<file path="config.mk">
export PLATFORM = sky130hd
export DESIGN_NAME = nibble_serial_adder_flat
export DESIGN_NICKNAME = d
export VERILOG_FILES = /design/src/rtl/nibble_serial_adder_pkg.sv /design/src/rtl/nibble_serial_adder_if.sv /design/src/rtl/nibble_serial_adder.sv /design/src/flat_wrapper.sv
export SDC_FILE = /design/constraint.sdc
export NUM_CORES = 1
export LEC_CHECK = 0
export ABC_CLOCK_PERIOD_IN_PS = 2200
export CORE_UTILIZATION = 38
export DETAILED_ROUTE_END_ITERATION = 10
export GPL_TIMING_DRIVEN = 0
export SLEW_MARGIN = 25
export SYNTH_ARGS = -nofsm -noshare
export SYNTH_HDL_FRONTEND = slang
export SYNTH_SLANG_ARGS = --single-unit
</file>
<file path="constraint.sdc">
create_clock -name clk -period 2.2 [get_ports clk]
set_input_delay 0.22 -clock clk [delete_from_list [all_inputs] [get_ports clk]]
set_output_delay 0.22 -clock clk [all_outputs]
set_load 0.05 [all_outputs]
</file>
<file path="src/rtl/nibble_serial_adder_pkg.sv">
// Shared constants and types for the nibble-serial adder controller.
package nibble_adder_pkg;

  localparam int NIBBLE_W = 4;

  typedef enum logic [1:0] {IDLE, RUN, DONE} nsa_state_t;

endpackage

</file>
<file path="src/rtl/nibble_serial_adder_if.sv">
// Bus between the serial controller (master) and the external 4-bit ripple-carry adder (slave).
interface nibble_serial_adder_if;
  import nibble_adder_pkg::*;

  logic [NIBBLE_W-1:0] add_a;
  logic [NIBBLE_W-1:0] add_b;
  logic                add_cin;
  logic [NIBBLE_W-1:0] add_sum;
  logic                add_cout;

  modport master (output add_a, add_b, add_cin, input add_sum, add_cout);
  modport slave  (input add_a, add_b, add_cin, output add_sum, add_cout);

endinterface

</file>
<file path="src/rtl/nibble_serial_adder.sv">
// Adds two WIDTH-bit operands one nibble per clock through an external 4-bit adder.
// Optional signed-overflow flag output is enabled by defining OVERFLOW_DETECT_EN.
module nibble_serial_adder
  import nibble_adder_pkg::*;
#(
  parameter int WIDTH = 16
) (
  input  logic                 clk,
  input  logic                 rst_n,
  input  logic                 start_i,
  input  logic [WIDTH-1:0]     a_i,
  input  logic [WIDTH-1:0]     b_i,
  input  logic                 cin_i,
  nibble_serial_adder_if.master adder,
  output logic                 busy_o,
  output logic                 done_o,
  output logic [WIDTH-1:0]     sum_o,
  output logic                 cout_o
`ifdef OVERFLOW_DETECT_EN
  ,
  output logic                 ovf_o
`endif
);

  localparam int N     = WIDTH / NIBBLE_W;
  localparam int IDX_W = (N > 1) ? $clog2(N) : 1;

  if (((WIDTH % NIBBLE_W) != 0) || (WIDTH < NIBBLE_W)) begin : gWidthCheck
    $error("nibble_serial_adder: WIDTH must be a multiple of 4 and at least 4");
  end

  nsa_state_t       state_q, state_d;
  logic [WIDTH-1:0] a_q, a_d;
  logic [WIDTH-1:0] b_q, b_d;
  logic             carry_q, carry_d;
  logic [IDX_W-1:0] idx_q, idx_d;
  logic [WIDTH-1:0] sum_q, sum_d;
  logic             cout_q, cout_d;
`ifdef OVERFLOW_DETECT_EN
  logic             ovf_q, ovf_d;
`endif

  always_ff @(posedge clk or negedge rst_n) begin
    if (!rst_n) begin
      state_q <= IDLE;
      a_q     <= '0;
      b_q     <= '0;
      carry_q <= 1'b0;
      idx_q   <= '0;
      sum_q   <= '0;
      cout_q  <= 1'b0;
`ifdef OVERFLOW_DETECT_EN
      ovf_q   <= 1'b0;
`endif
    end else begin
      state_q <= state_d;
      a_q     <= a_d;
      b_q     <= b_d;
      carry_q <= carry_d;
      idx_q   <= idx_d;
      sum_q   <= sum_d;
      cout_q  <= cout_d;
`ifdef OVERFLOW_DETECT_EN
      ovf_q   <= ovf_d;
`endif
    end
  end

  // The adder bus is only driven in RUN so the external adder sees zeros while idle.
  always_comb begin
    state_d       = state_q;
    a_d           = a_q;
    b_d           = b_q;
    carry_d       = carry_q;
    idx_d         = idx_q;
    sum_d         = sum_q;
    cout_d        = cout_q;
`ifdef OVERFLOW_DETECT_EN
    ovf_d         = ovf_q;
`endif
    adder.add_a   = '0;
    adder.add_b   = '0;
    adder.add_cin = 1'b0;

    unique case (state_q)
      IDLE: begin
        if (start_i) begin
          a_d     = a_i;
          b_d     = b_i;
          carry_d = cin_i;
          idx_d   = '0;
          state_d = RUN;
        end
      end
      RUN: begin
        adder.add_a   = a_q[NIBBLE_W*idx_q +: NIBBLE_W];
        adder.add_b   = b_q[NIBBLE_W*idx_q +: NIBBLE_W];
        adder.add_cin = carry_q;
        sum_d[NIBBLE_W*idx_q +: NIBBLE_W] = adder.add_sum;
        carry_d = adder.add_cout;
        idx_d   = idx_q + 1'b1;
        if (idx_q == IDX_W'(N - 1)) begin
          cout_d  = adder.add_cout;
`ifdef OVERFLOW_DETECT_EN
          ovf_d   = (a_q[WIDTH-1] == b_q[WIDTH-1]) &&
                    (adder.add_sum[NIBBLE_W-1] != a_q[WIDTH-1]);
`endif
          state_d = DONE;
        end
      end
      DONE: begin
        state_d = IDLE;
      end
      default: begin
        state_d = IDLE;
      end
    endcase
  end

  assign busy_o = (state_q == RUN);
  assign done_o = (state_q == DONE);
  assign sum_o  = sum_q;
  assign cout_o = cout_q;
`ifdef OVERFLOW_DETECT_EN
  assign ovf_o  = ovf_q;
`endif

endmodule

</file>
<file path="src/flat_wrapper.sv">
// flat-port wrapper written by rule: the top's interface ports become plain ports
module nibble_serial_adder_flat import nibble_adder_pkg::*;
#(
  parameter int WIDTH = 16
)
  (clk, rst_n, start_i, a_i, b_i, cin_i, busy_o, done_o, sum_o, cout_o, adder_add_a, adder_add_b, adder_add_cin, adder_add_sum, adder_add_cout);
  nibble_serial_adder_if adder_i ();
  input  logic clk;
  input  logic rst_n;
  input  logic start_i;
  input  logic [WIDTH-1:0] a_i;
  input  logic [WIDTH-1:0] b_i;
  input  logic cin_i;
  output logic busy_o;
  output logic done_o;
  output logic [WIDTH-1:0] sum_o;
  output logic cout_o;
  output wire logic [$bits(adder_i.add_a)-1:0] adder_add_a;
  output wire logic [$bits(adder_i.add_b)-1:0] adder_add_b;
  output wire logic [$bits(adder_i.add_cin)-1:0] adder_add_cin;
  input wire logic [$bits(adder_i.add_sum)-1:0] adder_add_sum;
  input wire logic [$bits(adder_i.add_cout)-1:0] adder_add_cout;
  assign adder_add_a = adder_i.add_a;
  assign adder_add_b = adder_i.add_b;
  assign adder_add_cin = adder_i.add_cin;
  assign adder_i.add_sum = adder_add_sum;
  assign adder_i.add_cout = adder_add_cout;
  nibble_serial_adder #(.WIDTH(WIDTH)) u_core (.clk(clk), .rst_n(rst_n), .start_i(start_i), .a_i(a_i), .b_i(b_i), .cin_i(cin_i), .adder(adder_i), .busy_o(busy_o), .done_o(done_o), .sum_o(sum_o), .cout_o(cout_o));
endmodule
</file>
==> metrics, run 1 <==
CTS Buf Count=5; fraction of layout cells with a size suffix above 1=0.2410; Clock Path Buffers=2; Synth Instances=200; ant diodes=0; vias in the first global route=1,854; switch share=0.4473; top cell type's share of synthesized area=0.5131; Max Freq=0.4851 GHz; Synth async-reset ratio=1.000; PwrDens=1692 nW/um2; HPWL after DPL=3.898 mm; kind of launch point of the worst setup path=flip-flop; total wire length=5.206 mm; outcome=finished, final reports clean; area of the die=7268 um2; Site Rows=29; YS warnings=0; post-CTS setup buffer count=0; clk slew on worst S/H paths=0.10 ns; clock sink count=54; MaxCap Viol Count=0; RSZ-0062 raised after global routing=false; Die Ht=85.25 um; Min Hold Slack=0.3483 ns; Top Ports=69; Worst EP required=1.98 ns; CP max stage cell=dfrtp_1; Slew Limit Fails=0; Slew HR=0.6632; Syn Nets=246; Final Setup Violations=0; clock power share=0.110; pin count of the biggest net entering global routing=30; average routed wire per standard cell=14.66 um; ys flop type=dfrtp_1; CTS Root Cell=clkbuf_8; Psw=2.665 mW; vias per cell=4.918; GP Congestion=0.7372; DR iter-0 viols=50; critical path arrival=1.84 ns; initial antenna violation count=0; Least-Margin Pin Slew=0.5037 ns; vias=1,746; PortBufs=68; Setup CP Type=flip-flop to output pin; Setup Skew=0.009649 ns; Core Box Area=6531 um2; sequential share of the synthesized area=0.5131; synth top area cells=dfrtp_1 51%, mux2_4 17%, mux2i_1 6.1%, nand2_1 3.8%, o21ai_0 2.9%; FF+latch count, synth=54; hold crit path type=input port to asynchronous set/reset pin; Power Total=5.958 mW; commonest cells in the netlist=54 x dfrtp_1, 30 x mux2_4, 27 x nand2_1, 16 x mux2i_1, 15 x o21ai_0; Starting Density=0.4033; TritonCTS clock tree=done; htree depth=2; Critical Path Sink Type=output pin; gr usage total=0.1593; nets=323; Tcrit/Tclk final=0.9369; R2R depth=8; 1st-pass router iterations=7; worst-path cell chain=nand2b_4 > inv_1 > nand2_2 > o22ai_1 > buf_2; Synth area leader=dfrtp_1; CP max FO=8; antenna viol nets, final=0; Pleak=1.566 nW; Fill cells=576; grt total ovfl=0; most common cell in the synthesized netlist=dfrtp_1; syn_area_per_cell=13.17 um2; Skew-Pair Late Insertion Delay=0.31 ns; first-pass GRT wire length=9.032 mm; Largest stage delay, worst path=0.46 ns; VDD IR max=0.0007188 V; Die Span X=85.25 um; EDFF count, synth=0; sequential share of power=0.298; Synth Cell Area=2634 um2; final hold viol count=0; combinational fraction of design power=0.592; setup TNS=0 ns; Pint=3.293 mW; DRC errors left=0; post-synth cell types=27; Layout area overhead=33.73%; minimum clock period=2.061 ns
[critical path: cells and delay by family, from the launching register on]
| family | cells | cell delay, ns |
|---|---|---|
| and+or+nand+nor | 2 | 0.37 |
| DFF | 1 | 0.46 |
| buffers and inverters | 2 | 0.47 |
| AOI/OAI and AO/OA | 1 | 0.22 |
[power by group through the flow]
stage | Sequential (mW) | Clock [mW] | Combinational, mW
6_report | 1.78 | 0.656 | 3.53
5_1_grt | 1.85 | 0.711 | 3.79
4_1_cts | 1.79 | 0.678 | 3.61
3_5_place_dp | 1.80 | 0 | 3.66
3_3_place_gp | 1.78 | 0 | 3.62
2_1_floorplan | 2.26 | 0 | 2.15
[stage by stage]
stage	std cells	utilization	worst slack (ns)	cell area [um2]
floorplan	200	-	-0.03751	2634
global placement	345	0.5222	-0.7670	3411
detailed placement	346	0.5249	-0.1700	3428
CTS	355	0.5441	0.003064	3553
global route	355	0.5393	0.006527	3522
finish	355	0.5393	0.1387	3522
[layout make-up]
| type | instances | area, um2 | area share |
|---|---|---|---|
| flip-flops and latches | 54 | 1351 | 0.3837 |
| multi-input cells | 132 | 1171 | 0.3325 |
| repair buffers | 70 | 673.1 | 0.1911 |
| plain buffers | 8 | 98.84 | 0.02806 |
| well taps | 77 | 96.34 | 0.02735 |
| clock buffers | 5 | 68.82 | 0.01954 |
| clock inverters | 3 | 40.04 | 0.01137 |
| inverters | 6 | 22.52 | 0.006394 |
[metal layers]
metal | up-vias | GRT usage | wire length [um]
li1 | 859 | - | -
met1 | 822 | 0.2010 | 2349
met2 | 59 | 0.2647 | 2439
met3 | 6 | 0.04961 | 361
met4 | 0 | 0.04545 | 56
met5 | - | 0 | 0
[state kept, by name (all words and copies together) (netlist names)]
| name | flops |
|---|---|
| u_core.b_q | 16 |
| u_core.a_q | 16 |
| u_core.carry_q | 1 |
| u_core.state_q | 2 |
| u_core.idx_q | 2 |
| u_core.sum_o | 16 |
| u_core.cout_o | 1 |
[cells in the final DEF (no fill, tap or decap)]
| master | netlist | layout |
|---|---|---|
| buf_4 | 2 | 3 |
| o22ai_1 | 11 | 11 |
| nor2b_1 | 1 | 1 |
| clkinv_2 | 0 | 2 |
| and2_1 | 1 | 1 |
| mux2_4 | 30 | 30 |
| dlygate4sd3_1 | 0 | 1 |
| nor2_1 | 2 | 2 |
| clkbuf_8 | 1 | 6 |
| clkbuf_4 | 0 | 3 |
| nand3b_2 | 1 | 1 |
| nand3_1 | 5 | 5 |
| nand2b_4 | 2 | 2 |
| nand2_2 | 0 | 2 |
| o21ai_0 | 15 | 15 |
| clkdlybuf4s50_1 | 0 | 57 |
| nand2_1 | 27 | 25 |
| nor3b_2 | 0 | 1 |
| bufinv_16 | 0 | 1 |
| buf_2 | 2 | 7 |
| o21bai_1 | 1 | 1 |
| mux2_2 | 3 | 3 |
| nand3b_1 | 5 | 5 |
| nor2_8 | 1 | 1 |
| a21oi_1 | 1 | 1 |
| mux2i_1 | 16 | 16 |
| o31ai_1 | 2 | 2 |
| inv_1 | 6 | 6 |
| nor4b_4 | 1 | 1 |
| buf_12 | 3 | 4 |
| ha_1 | 5 | 5 |
| dlygate4sd2_1 | 0 | 2 |
| a22o_1 | 1 | 1 |
| dfrtp_1 | 54 | 54 |
[path summary, 6_finish.rpt]
kind	start	to	slack, ns
worst max register to register	u_core.idx_q[0]	u_core.sum_o[10]	0.22
max in group asynchronous	rst_n	u_core.b_q[10]	1.38
min in group clk	u_core.sum_o[8]	u_core.sum_o[8]	0.49
worst max-delay path	u_core.state_q[1]	adder_add_a[2]	0.14
worst min-delay path	rst_n	u_core.sum_o[14]	0.35
worst min register to register	u_core.sum_o[8]	u_core.sum_o[8]	0.49
[cell families (layout without fill, tap and decap cells)]
kind of cell | after synthesis | count (layout) | share of synthesized area
compound gates | 31 | 31 | 0.06841
fa+ha+maj | 5 | 5 | 0.02375
buf+inv | 14 | 92 | 0.04608
flops | 54 | 54 | 0.5131
mux | 49 | 49 | 0.2447
simple gates | 47 | 47 | 0.1040
[what timing repair did]
item | 4_1_cts | 5_1_grt
endpoints found under the hold margin | 25 | 0
gates resized for setup | 30 | 18
endpoints found under the setup margin | 9 | 12
hold buffers | 1 | 0
Note: power is estimated with default switching activity, not from simulation.
==> inputs of run 2 (changes only) <==
- GPL_ROUTABILITY_DRIVEN: default -> 0
==> results of run 2 <==
The final DEF is identical to that of run 1; final timing and power are the same.
==> inputs of run 3 (changes only) <==
- ABC_CLOCK_PERIOD_IN_PS: 2200 -> default
- PLACE_DENSITY: default -> 0.72
==> run 3 against run 2 <==
Worst setup slack worse by 0.019 ns. Cell count fell by 0.56%. Critical path depth did not move. Critical path type unchanged. Utilization is 0.36 points lower. First-iteration DRC count is 88% higher. Sequential cell count unchanged. Global-route usage is 0.052 points higher. Largest power group unchanged. Count of clock-buffer cells in the layout is the same. Clock power is 0.8% higher. Via count rose by 0.17%.
==> metrics, run 3 (same netlist as run 1, synthesis figures left out) <==
switch share=0.4514 (was 0.4473); vias per cell=4.955 (was 4.918); Least-Margin Pin Slew=0.6691 ns (was 0.5037 ns); Starting Density=0.4033 (unchanged); non-filler cells, final=353 (was 355); final worst slack=0.1196 ns (was 0.1387 ns); initial antenna violation count=0 (unchanged); first-pass GRT wire length=8.928 mm (was 9.032 mm); Final Setup Violations=0 (unchanged); Setup CP Type=flip-flop to output pin (unchanged); MaxCap Viol Count=0 (unchanged); DRC errors left=0 (unchanged); critical path arrival=1.86 ns (was 1.84 ns); post-CTS setup buffer count=0 (unchanged); Die Ht=85.25 um (unchanged); ant diodes=0 (unchanged); Placement Cell Area=3408 um2 (was 3428 um2); Min Hold Slack=0.4685 ns (was 0.3483 ns); met1 usage=0.2308 (was 0.2010); Core Box Area=6531 um2 (unchanged); Slew Limit Fails=0 (unchanged); PwrDens=1712 nW/um2 (was 1692 nW/um2); final hold viol count=0 (unchanged); gr busiest metal=met2 (unchanged); grt total ovfl=0 (unchanged); gr usage total=0.1598 (was 0.1593); met2 global-route usage=0.2390 (was 0.2647); setup TNS=0 ns (unchanged); Psw=2.703 mW (was 2.665 mW); combinational fraction of design power=0.590 (was 0.592); Pint=3.286 mW (was 3.293 mW); Pleak=1.553 nW (was 1.566 nW); Final Cell Area=3498 um2 (was 3522 um2); pre-CTS setup slack=-0.2036 ns (was -0.1700 ns); average routed wire per standard cell=15.26 um (was 14.66 um); DR iter-0 viols=94 (was 50); kind of launch point of the worst setup path=flip-flop (unchanged); nets=322 (was 323); clk slew on worst S/H paths=0.10 ns (about the same); CP max FO=8 (unchanged); clock sink count=54 (unchanged); TritonCTS clock tree=done (unchanged); post-route core utilization=0.5356 (was 0.5393); pin count of the biggest net entering global routing=55 (was 30); Worst EP required=1.98 ns (about the same); Clock Path Buffers=2 (unchanged); met3 GRT Util=0.04280 (was 0.04961); CTS Root Cell=clkbuf_8 (unchanged); Layout area overhead=32.83% (was 33.73%); sequential share of power=0.299 (was 0.298); PortBufs=68 (unchanged); commonest cells after routing, fill and taps aside=57 x clkdlybuf4s50_1, 54 x dfrtp_1, 30 x mux2_4 (unchanged); vias in the first global route=1,743 (was 1,854); htree depth=2 (unchanged); most common cell after layout, fill and taps aside=clkdlybuf4s50_1 (unchanged); Critical Path Sink Type=output pin (unchanged); 1st-pass router iterations=4 (was 7); total wire length=5.386 mm (was 5.206 mm); Die Span X=85.25 um (unchanged); CTS Buf Count=5 (unchanged); outcome=finished, final reports clean (unchanged); vias=1,749 (was 1,746); Site Rows=29 (unchanged); hold crit path type=input port to asynchronous set/reset pin (unchanged); Crit Reg-Reg Startpoint=u_core.idx_q[0] (unchanged); Setup crit start=u_core.state_q[1] (unchanged); clock power share=0.110 (about the same); fraction of layout cells with a size suffix above 1=0.2355 (was 0.2410); Slew HR=0.5540 (was 0.6632); RSZ-0062 raised after global routing=false (unchanged); minimum clock period=2.080 ns (was 2.061 ns); HPWL after DPL=3.897 mm (was 3.898 mm); Post-Place Cells=345 (was 346); Tcrit/Tclk final=0.9456 (was 0.9369); Max Freq=0.4807 GHz (was 0.4851 GHz); VDD IR max=0.0008581 V (was 0.0007188 V); Skew-Pair Late Insertion Delay=0.31 ns (about the same); area of the die=7268 um2 (unchanged); Setup Skew=0.006066 ns (was 0.009649 ns); Power Total=5.989 mW (was 5.958 mW); Top Ports=69 (unchanged); antenna viol nets, final=0 (unchanged)
run 3: cell count changes in the layout (fill, tap and decap cells not counted), sizes merged:
cell,before,now
buf,14,15
clkbuf,9,7
clkinv,2,1
run 3: what timing repair did:
item / 4_1_cts / 5_1_grt
resized for setup: 32 / 16
hold buffers: 1 / 0
endpoints found under the setup margin: 9 / 12
hold endpoints to repair: 54 / 0
run 3: critical path, stage by stage, from the launching register on:
cell,delay [ns]
dfrtp_1,0.47
nand2b_4,0.19
inv_1,0.18
nand2_2,0.19
o22ai_1,0.22
buf_2,0.29
run 3: power groups by stage:
stage | Clock, mW | Sequential (mW) | Combinational [mW]
3_3_place_gp | 0 | 1.78 | 3.60
4_1_cts | 0.678 | 1.79 | 3.62
5_1_grt | 0.724 | 1.85 | 3.75
2_1_floorplan | 0 | 2.26 | 2.15
6_report | 0.661 | 1.79 | 3.53
3_5_place_dp | 0 | 1.80 | 3.66
run 3: worst paths after layout:
path	endpoint	slack, ns	cells after the start
worst max-delay path	adder_add_a[1]	0.12	5
worst min register to register	u_core.sum_o[9]	0.48	2
worst max register to register	u_core.sum_o[8]	0.23	8
min in group clk	u_core.sum_o[9]	0.48	2
max in group asynchronous	u_core.sum_o[4]	1.27	2
worst min-delay path	u_core.a_q[13]	0.47	2
run 3: area by class of cell:
cell class	instances	area, um2
multi-input combinational	132	1171
clock inverter	2	38.79
fill	585	3033
clock buffer	5	68.82
buffer	8	98.84
inverter	6	22.52
sequential	54	1351
tap	77	96.34
timing repair buffer	69	650.6
run 3: per-layer routing:
metal  vias up  share of wire
met1       834           0.49
met2        53           0.45
met5         -              0
li1        857              -
met4         0         0.0095
met3         5          0.049
